--- src/rtl/button_color_stepper_if.sv ---
// Signal bundle between a pushbutton input stage and the LED color logic.
// The slave modport is the stepper side; the master modport is the consumer/stimulus side.
interface button_color_stepper_if;
  logic       btn_n;
  logic       pressed;
  logic       step;
  logic       long_press;
  logic [2:0] color_idx;

  modport slave (
    input  btn_n,
    output pressed,
    output step,
    output long_press,
    output color_idx
  );

  modport master (
    output btn_n,
    input  pressed,
    input  step,
    input  long_press,
    input  color_idx
  );
endinterface

--- src/rtl/button_color_stepper.sv ---
// Debounced pushbutton to 6-entry color index stepper; short press steps, long press forces red.
// Define BTN_AUTOREPEAT_EN to step repeatedly every REPEAT_CYCLES while a long press is held.
module button_color_stepper #(
  parameter int unsigned DEBOUNCE_CYCLES = 120000,
  parameter int unsigned LONG_CYCLES     = 12000000,
  parameter int unsigned REPEAT_CYCLES   = 2000000
) (
  input logic                  clk,
  input logic                  rst_n,
  button_color_stepper_if.slave bus
);

  localparam int unsigned MAX_AB  = (DEBOUNCE_CYCLES > LONG_CYCLES) ? DEBOUNCE_CYCLES : LONG_CYCLES;
  localparam int unsigned MAX_ALL = (MAX_AB > REPEAT_CYCLES) ? MAX_AB : REPEAT_CYCLES;
  localparam int unsigned CW      = $clog2(MAX_ALL);

  localparam logic [CW-1:0] DB_LAST   = CW'(DEBOUNCE_CYCLES - 1);
  localparam logic [CW-1:0] LONG_LAST = CW'(LONG_CYCLES - 1);
`ifdef BTN_AUTOREPEAT_EN
  localparam logic [CW-1:0] REP_LAST  = CW'(REPEAT_CYCLES - 1);
`endif

  typedef enum logic [2:0] {
    IDLE,
    PRESS_DB,
    HELD,
    LONG,
    RELEASE_DB
  } state_t;

  state_t        state, state_d;
  logic [CW-1:0] cnt, cnt_d, cnt_inc;
  logic          sync1, sync2;
  logic          btn_s;
  logic          pressed_d, step_d, long_d;
  logic [2:0]    idx_d;

  // 6 and 7 are folded to 0 so a corrupted index recovers on the next step
  function automatic logic [2:0] next_idx(input logic [2:0] idx);
    return (idx >= 3'd5) ? 3'd0 : idx + 3'd1;
  endfunction

  always_ff @(posedge clk or negedge rst_n) begin
    if (!rst_n) begin
      sync1 <= 1'b1;
      sync2 <= 1'b1;
    end else begin
      sync1 <= bus.btn_n;
      sync2 <= sync1;
    end
  end

  assign btn_s   = ~sync2;
  assign cnt_inc = (cnt == '1) ? cnt : cnt + CW'(1);

  always_ff @(posedge clk or negedge rst_n) begin
    if (!rst_n) begin
      state          <= IDLE;
      cnt            <= '0;
      bus.pressed    <= 1'b0;
      bus.step       <= 1'b0;
      bus.long_press <= 1'b0;
      bus.color_idx  <= '0;
    end else begin
      state          <= state_d;
      cnt            <= cnt_d;
      bus.pressed    <= pressed_d;
      bus.step       <= step_d;
      bus.long_press <= long_d;
      bus.color_idx  <= idx_d;
    end
  end

  always_comb begin
    state_d   = state;
    cnt_d     = cnt_inc;
    pressed_d = bus.pressed;
    step_d    = 1'b0;
    long_d    = 1'b0;
    idx_d     = bus.color_idx;

    case (state)
      IDLE: begin
        cnt_d = '0;
        if (btn_s) state_d = PRESS_DB;
      end

      PRESS_DB: begin
        if (!btn_s) begin
          state_d = IDLE;
          cnt_d   = '0;
        end else if (cnt == DB_LAST) begin
          state_d   = HELD;
          cnt_d     = '0;
          pressed_d = 1'b1;
        end
      end

      // Release is tested first so it wins over a coincident long-press threshold
      HELD: begin
        if (!btn_s) begin
          state_d = RELEASE_DB;
          cnt_d   = '0;
          step_d  = 1'b1;
          idx_d   = next_idx(bus.color_idx);
        end else if (cnt == LONG_LAST) begin
          state_d = LONG;
          cnt_d   = '0;
          long_d  = 1'b1;
          idx_d   = '0;
        end
      end

      LONG: begin
        if (!btn_s) begin
          state_d = RELEASE_DB;
          cnt_d   = '0;
        end else begin
`ifdef BTN_AUTOREPEAT_EN
          if (cnt == REP_LAST) begin
            cnt_d  = '0;
            step_d = 1'b1;
            idx_d  = next_idx(bus.color_idx);
          end
`else
          cnt_d = cnt;
`endif
        end
      end

      RELEASE_DB: begin
        if (btn_s) begin
          cnt_d = '0;
        end else if (cnt == DB_LAST) begin
          state_d   = IDLE;
          cnt_d     = '0;
          pressed_d = 1'b0;
        end
      end

      default: begin
        state_d = IDLE;
        cnt_d   = '0;
      end
    endcase
  end

endmodule

--- src/flat_wrapper.sv ---
// flat-port wrapper written by rule: the top's interface ports become plain ports
module button_color_stepper_flat 
#(
  parameter int unsigned DEBOUNCE_CYCLES = 120000,
  parameter int unsigned LONG_CYCLES     = 12000000,
  parameter int unsigned REPEAT_CYCLES   = 2000000
)
  (clk, rst_n, bus_btn_n, bus_pressed, bus_step, bus_long_press, bus_color_idx);
  button_color_stepper_if bus_i ();
  input logic clk;
  input logic rst_n;
  input wire logic [$bits(bus_i.btn_n)-1:0] bus_btn_n;
  output wire logic [$bits(bus_i.pressed)-1:0] bus_pressed;
  output wire logic [$bits(bus_i.step)-1:0] bus_step;
  output wire logic [$bits(bus_i.long_press)-1:0] bus_long_press;
  output wire logic [$bits(bus_i.color_idx)-1:0] bus_color_idx;
  assign bus_i.btn_n = bus_btn_n;
  assign bus_pressed = bus_i.pressed;
  assign bus_step = bus_i.step;
  assign bus_long_press = bus_i.long_press;
  assign bus_color_idx = bus_i.color_idx;
  button_color_stepper #(.DEBOUNCE_CYCLES(DEBOUNCE_CYCLES), .LONG_CYCLES(LONG_CYCLES), .REPEAT_CYCLES(REPEAT_CYCLES)) u_core (.clk(clk), .rst_n(rst_n), .bus(bus_i));
endmodule
--- config.mk ---
export PLATFORM = sky130hd
export DESIGN_NAME = button_color_stepper_flat
export DESIGN_NICKNAME = d
export VERILOG_FILES = /design/src/rtl/button_color_stepper_if.sv /design/src/rtl/button_color_stepper.sv /design/src/flat_wrapper.sv
export SDC_FILE = /design/constraint.sdc
export NUM_CORES = 1
export LEC_CHECK = 0
export CAP_MARGIN = 10
export CORE_MARGIN = 2
export CORE_UTILIZATION = 42
export CTS_CLUSTER_SIZE = 12
export DETAILED_ROUTE_END_ITERATION = 10
export HOLD_SLACK_MARGIN = 0.08
export SLEW_MARGIN = 20
export SYNTH_ARGS = -nofsm -noshare
export SYNTH_HDL_FRONTEND = slang
export SYNTH_SLANG_ARGS = --single-unit
--- constraint.sdc ---
create_clock -name clk -period 5.9 [get_ports clk]
set_clock_uncertainty 0.2 [all_clocks]
set_input_delay 0.59 -clock clk [delete_from_list [all_inputs] [get_ports clk]]
set_output_delay 0.59 -clock clk [all_outputs]
set_load 0.01 [all_outputs]
Word level (Yosys, flattened, before mapping) --
Cells that the tools add are included. W data, S select, Z words.
Storage, ports and cells: register bits after elaboration 35, output and inout port bits 6, logic and storage cells 62
Operators by class: add/sub/neg operators 2, magnitude comparators 1, equal/unequal tests 15, multiplexer cells 30, reduce and logical (&&, ||, !) cells 6
Operators by type and width (count):
- $mux W24 | 7
- $pmux W24 S4 | 1
- $eq A24 B24 Y1 const B | 2
- $mux W3 | 11
- $add A24 B1 Y24 const B | 1
- $eq A24 B17 Y1 const B | 1
- $pmux W3 S5 | 1
- $mux W1 | 9
- $ne A2 B1 Y1 const B | 4
- $eq A3 B2 Y1 const B | 2
- $ne A3 B1 Y1 const B | 2
- $reduce_and A6 Y1 | 1
- $reduce_and A5 Y1 | 1
- $ne A2 B2 Y1 const B | 2
- $reduce_bool A2 Y1 | 2
- $add A3 B1 Y3 const B | 1
- $eq A3 B1 Y1 const B | 1
- $eq A3 B3 Y1 const B | 1
- $ge A3 B3 Y1 const B | 1
- $logic_not A3 Y1 | 1
- $pmux W1 S2 | 1
- $reduce_and A2 Y1 | 1

Depth between registers and ports, before layout --
Gate-level depths: netlist (run 1).
depth after elaboration 5, mapped depth 8, depth with buffers taken out 6

Worst setup path after synthesis (run 1) --
OpenSTA, ideal clock, no wires.
kind register to register, from reg u_core.sync2, to reg u_core.cnt[21], data arrival time 1.955 ns, required time 5.618 ns, slack 3.663 ns, cell stages (with the launch flop) 8, buffers on the path 2, cell sequence dfstp_2 buf_4 nor4bb_1 buf_6 nor4_4 o41ai_4 or4_1 a22oi_2
Between the ends: cells in the longest elaborated chain, start to end 2, elaborated cells on any way between the ends 5, classes of those cells eq/ne: 1; mux: 4
RTL lines:
- from (decl) | RTL line button_color_stepper.sv:33 | logic sync1, sync2;
- from (signal assigned) | RTL line button_color_stepper.sv:49 | sync2 <= sync1;
- $mux W24, on equally long branches | RTL line button_color_stepper.sv:132, button_color_stepper.sv:89, button_color_stepper.sv:101
- $pmux W24 S4 | RTL line button_color_stepper.sv:82 | case (state)
- to (signal assigned) | RTL line button_color_stepper.sv:66 | cnt <= cnt_d;
- to (decl) | RTL line button_color_stepper.sv:32 | logic [CW-1:0] cnt, cnt_d, cnt_inc;
Several ways; a longest one is shown, not always the timed one. A chain may end at the register's enable or synchronous reset.

Worst setup path in the final report (run 1) --
from reg u_core.cnt[0], to reg u_core.cnt[23]
Between the ends: cells in the longest elaborated chain, start to end 5, elaborated cells on any way between the ends 11, classes of those cells add/sub: 1; eq/ne: 3; mux: 7
RTL lines:
- $add A24 B1 Y24 or $eq A24 B24 Y1 (tied branches) | RTL line button_color_stepper.sv:54 | assign cnt_inc = (cnt == '1) ? cnt : cnt + CW'(1);
- $mux W24 | RTL line button_color_stepper.sv:54
- $mux W24, on equally long branches | RTL line button_color_stepper.sv:92, button_color_stepper.sv:134, button_color_stepper.sv:106
- $mux W24, on equally long branches | RTL line button_color_stepper.sv:132, button_color_stepper.sv:89, button_color_stepper.sv:101
- $pmux W24 S4 * | RTL line button_color_stepper.sv:82
Every way passes the cells marked *; elsewhere a longest branch is shown, timed or not.

==> results.py, run 1 <==
metrics = {
    "clocking": {
        "cts_tree": "yes",
        "htreeDepth": 2,
        "cts.sinks": 35,
        "insertion_delay_ns": 0.28,
        "clockRootBuffer": "clkbuf_8",
        "numCtsBuffers": 5,
        "hold_buffers": 0,
        "cts_setup_buffers": 0,
        "cts_resized": 0,
        "path_clk_slew_ns": 0.07,
        "clockBufferDepth": 2,
    },
    "power_and_ir_drop": {
        "power_density_nw_per_um2": 185,
        "finalPower_mw": 0.424,
        "peakVddDrop_mv": 0.117,
        "p_leak_nw": 0.790,
    },
    "placed_design": {
        "gp_congestion": 0.930,
        "post-place-ws_ns": 2.94,
        "port-buffer-count": 8,
        "place_inst": 285,
        "place_hpwl_um": 3210,
    },
    "route": {
        "firstDrtPassIters": 4,
        "final_antenna_net_count": 0,
        "drc_errors": 0,
        "totalWireLength_um": 4710,
        "wl_per_cell_um": 16.1,
        "num_vias": 1766,
        "viasPerCell": 6.03,
        "drtIter0Drc": 159,
    },
    "final_layout": {
        "fill_cells": 482,
        "drive_gt1_share_pct": 7.52,
        "syn_to_final_growth_pct": 7.31,
        "antenna_cells": 0,
        "final_nets": 231,
        "fin_cells": 293,
    },
    "synthesis": {
        "synth_seq_cells": 35,
        "synth_area_leader_cell": "dfrtp_1",
        "synth_common_cells": "33 x dfrtp_1, 27 x a21oi_1, 15 x nand2_1",
        "synth_top_area_share_pct": 38.6,
        "async_flop_share_pct": 100,
        "syn_area_per_cell_sq_um": 9.51,
        "netlist_area_sq_um": 2140,
        "syn_nets": 231,
        "netlist_instances": 225,
        "yosysWarningCount": 0,
        "synth_edf_count": 0,
        "synthFlopType": "dfrtp_1",
        "yosysMostFrequentCell": "dfrtp_1",
        "synth_cell_types": 47,
        "ys_top_cells_by_area": "dfrtp_1 39%, a21oi_1 6.3%, xnor2_1 5.3%, nand4_1 3.8%, nand3_1 3.0%",
        "synth_seq_area_share_pct": 41.0,
    },
    "floorplanning": {
        "die-height_um": 75.4,
        "start_util_pct": 44.4,
        "core_area_sq_um": 4820,
        "ios": 9,
        "dieArea_sq_um": 5680,
        "dieWidth_um": 75.4,
        "rows": 25,
    },
    "grt": {
        "grt_max_degree": 36,
        "grt_pass1_vias": 1714,
        "overflow": 0,
        "antenna_found_initial": 0,
        "grt_pass1_wl_um": 8220,
        "track_usage_pct": 18.7,
    },
    "sta": {
        "drv_slew": 0,
        "fmax_mhz": 333,
        "finalCritPeriodShare_pct": 50.8,
        "finalSetupTns_ns": 0,
        "hold_violations": 0,
        "worst_slack_ns": 2.90,
        "fin_crit_ns": 3.00,
        "setup_viol": 0,
        "worst_pin_slew_ns": 1.01,
        "rsz0062_at_grt": "false",
        "slew_headroom_pct": 32.3,
    },
    "critical_path": {
        "cpLargestDelayFamily": "simple AND/OR/NAND/NOR gates",
        "rrSetupSlack_ns": 2.90,
        "cp_slowest_stage_delay_ns": 0.74,
        "worst-setup-path-type": "flip-flop to flip-flop",
        "critPathLaunchType": "flip-flop",
        "reg2reg_to": "u_core.cnt[23]",
        "critical_path_arrival_ns": 2.91,
        "rr_startpoint": "u_core.cnt[0]",
        "worstPathRequired_ns": 5.81,
        "path_cells": "ha_1, and2_0, nand2_1, or4_1, nand3_1, a22oi_1",
        "reg2reg_depth": 6,
        "slowest_stage": "nand3_1",
        "crit_path_max_fanout": 23,
        "cp_num_buf_inv": 0,
        "critPathCaptureType": "flip-flop",
    },
    "min_path": {
        "hold_start": "u_core.sync1",
        "hold_depth": 0,
        "hp-class": "flip-flop to flip-flop",
        "hold_end": "u_core.sync2",
    },
    "status": {
        "outcome": "complete, no violations",
    },
    "run": {
        "drv_cap": 0,
    },
}
## area by class of cell
| type | instances | area [sq um] | area share, % |
|---|---|---|---|
| Sequential cell | 35 | 878 | 38.2 |
| Inverter | 6 | 22.5 | 0.980 |
| Multi-Input combinational cell | 167 | 1140 | 49.5 |
| Clock inverter | 2 | 12.5 | 0.545 |
| Tap cell | 67 | 83.8 | 3.65 |
| Timing Repair Buffer | 10 | 90.1 | 3.92 |
| Clock buffer | 6 | 72.6 | 3.16 |
## report_power, final
part / leakage [nW] / switching [mW] / internal, mW
Clock: 0.0412 / 0.0854 / 0.0824
Sequential: 0.479 / 0.00247 / 0.242
Combinational: 0.270 / 0.00900 / 0.00285
## metrics by stage
stage               hold WS, ns  util (%)  area (sq um)
detailed placement        0.147      45.9          2210
global route              0.166      47.7          2300
CTS                       0.158      47.7          2300
finish                    0.158      47.7          2300
floorplan                0.0944         -          2140
global placement          0.146      45.9          2210
## worst max path at each step
stage | startpoint | end | cells past startpoint
after detailed placement | u_core.cnt[0] | u_core.cnt[13] | 6
after global routing | u_core.cnt[0] | u_core.cnt[11] | 6
after global placement | u_core.cnt[0] | u_core.cnt[13] | 6
after CTS | u_core.cnt[0] | u_core.cnt[23] | 6
final | u_core.cnt[0] | u_core.cnt[23] | 6
after floorplan | u_core.sync2 | u_core.cnt[21] | 7
## metal layers
metal	vias to the layer above	GRT usage, %	wire [um]
li1	852	-	-
met5	-	0	0
met2	30	29.3	2100
met3	5	3.97	152
met4	0	5.07	42
met1	879	26.4	2410
## registers in the layout, indices dropped and copies added, names as in the netlist
| register | cells |
|---|---|
| u_core.bus.step | 1 |
| u_core.bus.long_press | 1 |
| u_core.bus.pressed | 1 |
| u_core.sync2 | 1 |
| u_core.cnt | 24 |
| u_core.state | 3 |
| u_core.sync1 | 1 |
| u_core.bus.color_idx | 3 |
## logic make-up after synthesis
kind of cell / synth area share [%]
muxes: 0.935
DFF: 41.0
and+or+nand+nor: 25.8
adders and majority gates: 1.75
buffers and inverters: 5.84
xor gates and xnor gates: 7.36
AOI/OAI and AO/OA: 17.3
## cells in the final DEF (no fill, tap or decap), drive strengths merged, types with 2 or more instances in the layout
cell type,n
nand4b,2
nor3b,2
mux2i,2
o31ai,3
buf,3
nor4bb,4
and2,3
nor4,7
inv,6
or3,5
a211oi,4
a21oi,27
clkdlybuf4s50,7
nand3,13
nor3,4
dfstp,2
xnor2,13
a22oi,5
or4,4
o2111ai,2
clkbuf,6
o31a,2
ha,3
xor2,5
and3,3
o21ai,6
nand4,13
nand2,15
dfrtp,33
nor2,4
nor4b,4
Note: power is estimated with default switching activity, not from simulation.
==> inputs of run 2 (changes only) <==
==> constraint.sdc (replaced) <==
create_clock -name clk -period 3 [get_ports clk]
set_clock_uncertainty 0.2 [all_clocks]
set_input_delay 0.3 -clock clk [delete_from_list [all_inputs] [get_ports clk]]
set_output_delay 0.3 -clock clk [all_outputs]
set_load 0.01 [all_outputs]
==> results.py, run 2 (synthesized netlist as in run 1, its figures left out) <==
metrics = {
    "final_layout": {
        "fin_util_pct": 48.6,
        "final-seq-area_sq_um": 878,
        "fill_cells": 475,
        "reg.largest.list": "u_core.cnt: 24 flops, u_core.bus.color_idx: 3 flops, u_core.state: 3 flops",
        "largest_reg_flops": 24,
        "drive_gt1_share_pct": 9.09,
        "design_area_sq_um": 2340,
        "regMostFlops": "u_core.cnt",
        "fin_cells": 298,
        "layout_commonest_cell": "dfrtp_1",
        "multi_input_area_sq_um": 1140,
        "antenna_cells": 0,
        "syn_to_final_growth_pct": 9.47,
        "final_nets": 236,
        "final_cell_mix": "33 x dfrtp_1, 27 x a21oi_1, 15 x nand2_1",
    },
    "critical_path": {
        "worstPathRequired_ns": 2.95,
        "rrSetupSlack_ns": 0.47,
        "cp_slowest_stage_delay_ns": 0.60,
        "critPathLaunchType": "flip-flop",
        "critical_path_arrival_ns": 2.48,
        "critPathCaptureType": "flip-flop",
        "path_cells": "ha_1, and2_0, nand2_1, or4_1, nand3_1, buf_4, a22oi_1",
        "reg2reg_depth": 7,
        "rr_startpoint": "u_core.cnt[0]",
        "slowest_stage": "or4_1",
        "worst-setup-path-type": "flip-flop to flip-flop",
        "crit_path_max_fanout": 23,
        "reg2reg_to": "u_core.cnt[22]",
    },
    "placed_design": {
        "post-place-ws_ns": 0.487,
        "port-buffer-count": 8,
        "gp_congestion": 0.911,
        "place_inst": 289,
        "dpl_cell_area_sq_um": 2240,
        "place_hpwl_um": 3380,
    },
    "power_and_ir_drop": {
        "power_density_nw_per_um2": 368,
        "peakVddDrop_mv": 0.275,
        "finalPower_mw": 0.863,
        "p_leak_nw": 0.820,
    },
    "min_path": {
        "hold_depth": 0,
        "hold_start": "u_core.sync1",
        "hp-class": "flip-flop to flip-flop",
        "hold_end": "u_core.sync2",
    },
    "sta": {
        "fin_crit_ns": 2.53,
        "drv_slew": 0,
        "finalSetupTns_ns": 0,
        "finalCritPeriodShare_pct": 84.3,
        "setup_viol": 0,
        "rsz0062_at_grt": "false",
        "worst_slack_ns": 0.470,
        "slew_headroom_pct": 47.6,
        "hold_slack_ns": 0.157,
        "worst_pin_slew_ns": 0.786,
        "fmax_mhz": 395,
        "hold_violations": 0,
    },
    "route": {
        "num_vias": 1757,
        "drc_errors": 0,
        "final_antenna_net_count": 0,
        "totalWireLength_um": 4790,
        "firstDrtPassIters": 4,
        "viasPerCell": 5.90,
        "drtIter0Drc": 135,
        "wl_per_cell_um": 16.1,
    },
    "grt": {
        "grt_pass1_wl_um": 8290,
        "top_usage_layer": "met2",
        "track_usage_pct": 19.2,
        "grt_pass1_vias": 1674,
        "met1_usage_pct": 27.7,
        "grtUsageMet3_pct": 4.23,
        "met2_usage_pct": 29.2,
        "overflow": 0,
        "antenna_found_initial": 0,
        "grt_max_degree": 36,
    },
    "floorplanning": {
        "die-height_um": 75.4,
        "rows": 25,
        "start_util_pct": 44.4,
        "dieArea_sq_um": 5680,
        "ios": 9,
        "dieWidth_um": 75.4,
        "core_area_sq_um": 4820,
    },
    "run": {
        "drv_cap": 0,
    },
    "clocking": {
        "clockRootBuffer": "clkbuf_8",
        "insertion_delay_ns": 0.29,
        "cts_tree": "yes",
        "cts_setup_buffers": 0,
        "clockBufferDepth": 2,
        "numCtsBuffers": 5,
        "path_clk_slew_ns": 0.07,
        "cts.sinks": 35,
        "htreeDepth": 2,
        "cts_resized": 0,
        "hold_buffers": 1,
    },
    "status": {
        "outcome": "complete, no violations",
    },
}
==> run 2: how the worst max path moves through the flow <==
stage	from	endpoint	slack [ns]	depth (start not counted)
6_report	u_core.cnt[0]	u_core.cnt[22]	0.47	7
5_1_grt	u_core.cnt[0]	u_core.cnt[23]	0.30	7
4_1_cts	u_core.cnt[0]	u_core.cnt[22]	0.48	7
3_5_place_dp	u_core.cnt[0]	u_core.cnt[23]	0.49	7
3_3_place_gp	u_core.cnt[0]	u_core.cnt[22]	0.58	7
2_1_floorplan	u_core.sync2	u_core.cnt[21]	0.76	7
==> run 2: where the power goes <==
group          total [mW]  switching [mW]  leakage, nW  internal [mW]
clock network       0.357           0.172       0.0482          0.185
logic              0.0250          0.0177        0.293        0.00727
registers           0.481         0.00483        0.479          0.476
==> run 2: routing by layer <==
metal  vias up  part of all wire, %
li1        861                    -
met1       861                   50
met2        29                   46
met3         6                  3.0
met4         0                 0.98
met5         -                    0
==> run 2: critical path: cells and delay by family (launching register included) <==
family / cells / cell delay (ns)
simple gates: 4 / 1.16
flops: 1 / 0.40
buf+inv: 1 / 0.27
fa+ha+maj: 1 / 0.22
compound gates: 1 / 0.13
==> run 2: final cells by class <==
| cell class | count | area share, % |
|---|---|---|
| Clock buffer | 7 | 3.68 |
| Clock inverter | 1 | 0.214 |
| Inverter | 6 | 0.961 |
| Multi-Input combinational cell | 167 | 48.5 |
| Sequential cell | 35 | 37.5 |
| Tap cell | 67 | 3.58 |
| Timing Repair Buffer | 15 | 5.55 |
